### config.mk
export PLATFORM = sky130hd
export DESIGN_NAME = ltc2308_reader
export DESIGN_NICKNAME = d
export VERILOG_FILES = /design/src/rtl/ltc2308_pkg.sv /design/src/rtl/ltc2308_sck_gen.sv /design/src/rtl/ltc2308_reader.sv
export SDC_FILE = /design/constraint.sdc
export NUM_CORES = 1
export LEC_CHECK = 0
export ABC_AREA = 1
export CORE_UTILIZATION = 55
export DETAILED_ROUTE_END_ITERATION = 16
export GPL_TIMING_DRIVEN = 0
export PLACE_DENSITY = 0.79
export SETUP_SLACK_MARGIN = 0.15
export SYNTH_ARGS = -nofsm -noshare
export SYNTH_HDL_FRONTEND = slang
export SYNTH_SLANG_ARGS = --single-unit
export TNS_END_PERCENT = 20
### constraint.sdc
create_clock -name clk -period 2.7 [get_ports clk]
set_clock_uncertainty 0.05 [all_clocks]
set_input_delay 0.54 -clock clk [delete_from_list [all_inputs] [get_ports clk]]
set_output_delay 0.54 -clock clk [all_outputs]
set_load 0.01 [all_outputs]
### src/rtl/ltc2308_pkg.sv
// ltc2308_pkg: FSM states, LTC2308 config-word constants and default widths.
// Define LTC2308_BIPOLAR_EN to request bipolar (two's-complement) conversions.
package ltc2308_pkg;

  typedef enum logic [1:0] {
    GAP   = 2'd0,
    CONV  = 2'd1,
    SHIFT = 2'd2
  } state_t;

  localparam int ADC_BITS_DEF = 12;

  // Config word is sent MSB first: S/D, O/S, S1, S0, UNI, SLP
  localparam int CFG_W   = 6;
  localparam int CFG_SD  = 5;
  localparam int CFG_OS  = 4;
  localparam int CFG_UNI = 1;

`ifdef LTC2308_BIPOLAR_EN
  localparam logic CFG_UNI_VAL = 1'b0;
`else
  localparam logic CFG_UNI_VAL = 1'b1;
`endif

  localparam logic [CFG_W-1:0] CFG_CH0 = (CFG_W'(1) << CFG_SD) | (CFG_W'(CFG_UNI_VAL) << CFG_UNI);
  localparam logic [CFG_W-1:0] CFG_CH1 = CFG_CH0 | (CFG_W'(1) << CFG_OS);

  function automatic logic [CFG_W-1:0] cfg_for_ch(input logic ch);
    return ch ? CFG_CH1 : CFG_CH0;
  endfunction

endpackage

### src/rtl/ltc2308_sck_gen.sv
// ltc2308_sck_gen: SCK divider for one readout window; each bit is a low half then a high half.
// Strobes are combinational and align with the clk edge on which sck changes.
module ltc2308_sck_gen #(
  parameter int SCK_HALF = 2,
  parameter int NBITS    = 12
) (
  input  logic clk,
  input  logic reset,
  input  logic en,
  output logic sck,
  output logic rise,
  output logic fall,
  output logic done,
  output logic last_rise
);

  localparam int HW = $clog2(SCK_HALF) + 1;
  localparam int BW = $clog2(NBITS) + 1;

  logic [HW-1:0] half_cnt;
  logic [BW-1:0] bit_cnt;
  logic          half_end;
  logic          last_bit;

  assign half_end  = en && (half_cnt == HW'(SCK_HALF - 1));
  assign last_bit  = (bit_cnt == BW'(NBITS - 1));
  assign rise      = half_end && !sck;
  assign fall      = half_end && sck && !last_bit;
  assign done      = half_end && sck && last_bit;
  assign last_rise = rise && last_bit;

  always_ff @(posedge clk or posedge reset) begin
    if (reset) begin
      half_cnt <= '0;
      bit_cnt  <= '0;
      sck      <= 1'b0;
    end else if (!en) begin
      half_cnt <= '0;
      bit_cnt  <= '0;
      sck      <= 1'b0;
    end else if (half_end) begin
      half_cnt <= '0;
      sck      <= ~sck;
      if (sck) bit_cnt <= bit_cnt + BW'(1);
    end else begin
      half_cnt <= half_cnt + HW'(1);
    end
  end

endmodule

### src/rtl/ltc2308_reader.sv
// ltc2308_reader: free-running LTC2308 SPI master alternating CH0/CH1 with a one-frame config pipeline.
// Build with LTC2308_BIPOLAR_EN defined to request bipolar conversions (UNI bit cleared).
module ltc2308_reader
  import ltc2308_pkg::*;
#(
  parameter int SCK_HALF    = 2,
  parameter int CONV_CYCLES = 80,
  parameter int GAP_CYCLES  = 2,
  parameter int ADC_BITS    = ADC_BITS_DEF
) (
  input  logic                clk,
  input  logic                reset,
  output logic                sck,
  output logic                cs,
  output logic                mosi,
  input  logic                miso,
  output logic [ADC_BITS-1:0] reading0,
  output logic [ADC_BITS-1:0] reading1,
  output logic                sample_valid,
  output logic                sample_ch
);

  localparam int CNT_MAX = (CONV_CYCLES > GAP_CYCLES) ? CONV_CYCLES : GAP_CYCLES;
  localparam int CNT_W   = $clog2(CNT_MAX) + 1;

  state_t              state, state_n;
  logic [CNT_W-1:0]    cnt;
  logic                cs_d, sck_en, cfg_load;
  logic                sck_rise, sck_fall, sck_done, last_rise;
  logic [ADC_BITS-1:0] cfg_word, cfg_sr, data_sr;
  logic                vld_p1;
  logic                next_ch, prev_ch, first_frame;

  assign cfg_word = {cfg_for_ch(next_ch), {(ADC_BITS - CFG_W){1'b0}}};

  ltc2308_sck_gen #(
    .SCK_HALF (SCK_HALF),
    .NBITS    (ADC_BITS)
  ) u_sck_gen (
    .clk       (clk),
    .reset     (reset),
    .en        (sck_en),
    .sck       (sck),
    .rise      (sck_rise),
    .fall      (sck_fall),
    .done      (sck_done),
    .last_rise (last_rise)
  );

  always_ff @(posedge clk or posedge reset) begin
    if (reset) state <= GAP;
    else       state <= state_n;
  end

  always_comb begin
    state_n = state;
    unique case (state)
      GAP:     if (cnt == CNT_W'(GAP_CYCLES - 1))  state_n = CONV;
      CONV:    if (cnt == CNT_W'(CONV_CYCLES - 1)) state_n = SHIFT;
      SHIFT:   if (sck_done)                       state_n = GAP;
      default: state_n = GAP;
    endcase
  end

  // cs is registered from the next state so it changes exactly on state boundaries
  always_comb begin
    cs_d     = (state_n == CONV);
    sck_en   = (state == SHIFT);
    cfg_load = (state != SHIFT) && (state_n == SHIFT);
  end

  always_ff @(posedge clk or posedge reset) begin
    if (reset)                 cnt <= '0;
    else if (state_n != state) cnt <= '0;
    else if (state != SHIFT)   cnt <= cnt + CNT_W'(1);
  end

  // Stage p0: serial shifters (data only, no reset)
  always_ff @(posedge clk) begin
    if (cfg_load)      cfg_sr <= cfg_word << 1;
    else if (sck_fall) cfg_sr <= cfg_sr << 1;
    if (sck_rise)      data_sr <= {data_sr[ADC_BITS-2:0], miso};
  end

  always_ff @(posedge clk or posedge reset) begin
    if (reset) begin
      cs   <= 1'b0;
      mosi <= 1'b0;
    end else begin
      cs <= cs_d;
      if (cfg_load)              mosi <= cfg_word[ADC_BITS-1];
      else if (state_n != SHIFT) mosi <= 1'b0;
      else if (sck_fall)         mosi <= cfg_sr[ADC_BITS-1];
    end
  end

  // Stage p1: result write one clk after the last sampling edge
  always_ff @(posedge clk or posedge reset) begin
    if (reset) begin
      vld_p1       <= 1'b0;
      reading0     <= '0;
      reading1     <= '0;
      sample_valid <= 1'b0;
      sample_ch    <= 1'b0;
      prev_ch      <= 1'b0;
      next_ch      <= 1'b0;
      first_frame  <= 1'b1;
    end else begin
      vld_p1       <= last_rise;
      sample_valid <= 1'b0;
      if (vld_p1) begin
        if (!first_frame) begin
          if (prev_ch) reading1 <= data_sr;
          else         reading0 <= data_sr;
          sample_valid <= 1'b1;
          sample_ch    <= prev_ch;
        end
        first_frame <= 1'b0;
        prev_ch     <= next_ch;
        next_ch     <= ~next_ch;
      end
    end
  end

endmodule

==> flow_summary.json <==
{
  "status": "complete, no violations",
  "start_kind": "flop",
  "cp_max_fo": 4,
  "gp_congestion": 0.842,
  "cellPowerDensity_nw_per_um2": 578,
  "drtPass1Iterations": 5,
  "routed-via-count": 1872,
  "ctsHoldBuffers": 0,
  "clk_pin_slew_ns": 0.06,
  "final_cell_mix": "nand2_1 (59), dfrtp_1 (49), inv_1 (35)",
  "yosys.area.top_type": "dfrtp_1",
  "cap_violations": 0,
  "grt_antenna_before_repair": 0,
  "cts_buffer_depth": 2,
  "rsz0062_at_grt": "no",
  "design_area_um2": 3360,
  "rows": 25,
  "synthTopCellsByArea": "dfrtp_1 (45%), edfxtp_1 (18%), nand2_1 (8.2%)",
  "cts_root_buffer": "clkbuf_8",
  "cts_resized": 0,
  "setup_ws_ns": 0.791,
  "place_hpwl_um": 3300,
  "die_area_um2": 5210,
  "cp_slowest_cell": "clkdlybuf4s50_1",
  "antennaDiodeCount": 0,
  "path_class": "reg2out",
  "hold_path_class": "reg2reg",
  "finalSetupTns_ns": 0,
  "core_um2": 4720,
  "wl_per_cell_um": 12.4,
  "ir_drop_mv": 0.474,
  "drt_drc_violations_left": 0,
  "critPathRequiredTime_ns": 2.11,
  "syn_avg_cell_area_um2": 10.2,
  "crit_buf_inv": 1,
  "cp_top_family": "buffers and inverters",
  "path_cells": "clkdlybuf4s50_1",
  "stdcell_count": 381,
  "hold_violations": 0,
  "start_util_pct": 57.4,
  "first_iter_violations": 89,
  "grt_pass1_wl_um": 7940,
  "finalCritPeriodShare_pct": 70.7,
  "yosysSeqAreaShare_pct": 63.9,
  "end_kind": "primary output",
  "worst-slew-pin-transition_ns": 0.899,
  "grt_max_degree": 27,
  "fin_nets": 315,
  "final_antenna_net_count": 0,
  "fin_crit_ns": 1.91,
  "drt_wl_total_um": 4730,
  "synth.distinct_cells": 30,
  "maxSlewHeadroom_pct": 39.7,
  "p_leak_nw": 1.61,
  "placed_area_um2": 3140,
  "postLayoutCoreUtil_pct": 71.1,
  "max_clock_freq_ghz": 0.524,
  "htree_levels": 3,
  "slowest_delay_ns": 0.57,
  "p_total_mw": 1.94,
  "die_w_um": 72.2,
  "ios": 32,
  "report.final.slew_viol_count": 0,
  "synth_fp_nets": 272,
  "post_cts_buffers": 0,
  "cts_made_buffers": 9,
  "globalRouteTotalUtil_pct": 20.7,
  "numClockSinks": 66,
  "synthCells": 266,
  "mostFrequentLayoutCell": "nand2_1",
  "area_growth_pct": 23.8,
  "finalSetupViolations": 0,
  "drive_above_1_share_pct": 14.0,
  "grt_overflow": 0,
  "io_buffers": 31,
  "avgViaCountPerCell": 4.91,
  "ys_seq_elements": 66,
  "dieHeight_um": 72.2,
  "yosys.area.top_type_share_pct": 45.2,
  "clk_latency_ns": 0.34,
  "worstPathArrival_ns": 1.32,
  "cts_tree": "built",
  "synth_area_um2": 2710,
  "synth_warnings": 0,
  "place_worst_setup_slack_ns": 0.813,
  "fin_hold_ws_ns": 0.400,
  "grt_pass1_vias": 1801,
  "dp_cells": 365
}
==> registers in the layout, summed over array words and instances (netlist names) <==
signal and count:
prev_ch 1, u_sck_gen.half_cnt 2, sample_valid 1, reading1 12
cnt 8, cfg_sr 4, next_ch 1, reading0 12
data_sr 12, cs 1, vld_p1 1, state 2
u_sck_gen.sck 1, mosi 1, sample_ch 1, first_frame 1
u_sck_gen.bit_cnt 5
==> synthesized netlist by cell type <==
library cell,n
nor3_1,3
a21oi_1,4
edfxtp_1,16
nand3b_1,1
o21ai_2,1
nand2_4,2
dfstp_2,1
buf_2,2
nor2_4,2
dfrtp_1,49
inv_1,36
or2_2,1
xor2_1,6
nand4_1,1
inv_4,1
nor4_1,1
nand3_1,11
xnor2_1,1
o22ai_1,2
ha_1,3
nand2_2,8
nor2_8,1
o21a_1,1
nor2_2,5
o21ai_1,1
nand2_1,59
o21ai_0,27
nor2_1,16
clkbuf_1,2
inv_2,2
==> power by group <==
| part | leakage, nW | switching [mW] | internal [mW] |
|---|---|---|---|
| Clock | 0.109 | 0.358 | 0.542 |
| Combinational | 0.705 | 0.0151 | 0.00670 |
| Sequential | 0.793 | 0 | 1.02 |
==> layer usage <==
| layer | routed length (um) | vias up | GRT usage (%) | share of wire [%] |
|---|---|---|---|---|
| met2 | 2300 | 40 | 33.0 | 49 |
| met5 | 0 | - | 0 | 0 |
| li1 | - | 934 | - | - |
| met1 | 2160 | 892 | 25.9 | 46 |
| met3 | 190 | 6 | 5.56 | 4.0 |
| met4 | 70 | 0 | 11.1 | 1.5 |
==> area by class of cell <==
cell class	count	area (um^2)
buffer	4	17.5
clock buffer	11	141
clock inverter	5	77.6
fill	337	1370
inverter	39	149
multi-input combinational	157	817
sequential	66	1730
tap	67	83.8
timing repair buffer	32	338
==> cell families after synthesis <==
family | after synthesis | synth area share [%]
AO/OA/AOI/OAI | 36 | 6.97
adder cells (fa/ha/maj) | 3 | 1.38
AND/OR/NAND/NOR | 111 | 19.3
buffers and inverters | 43 | 6.14
flip-flops | 66 | 63.9
XOR/XNOR | 7 | 2.26
==> path summary, 6_finish.rpt <==
| kind | startpoint | end | slack, ns | cells past startpoint |
|---|---|---|---|---|
| max | u_sck_gen.sck$_DFFE_PP0P_ | sck | 0.79 | 1 |
| min | u_sck_gen.half_cnt[0]$_DFF_PP0_ | u_sck_gen.half_cnt[0]$_DFF_PP0_ | 0.40 | 1 |
| max reg2reg | state[0]$_DFF_PP0_ | data_sr[10]$_DFFE_PP_ | 0.83 | 3 |
| min reg2reg | u_sck_gen.half_cnt[0]$_DFF_PP0_ | u_sck_gen.half_cnt[0]$_DFF_PP0_ | 0.40 | 1 |
| max in group asynchronous | reset | first_frame$_DFFE_PP1P_ | 1.48 | 3 |
| min in group asynchronous | reset | reading0[11]$_DFFE_PP0P_ | 0.53 | 2 |
Note: power is estimated with default switching activity, not from simulation.
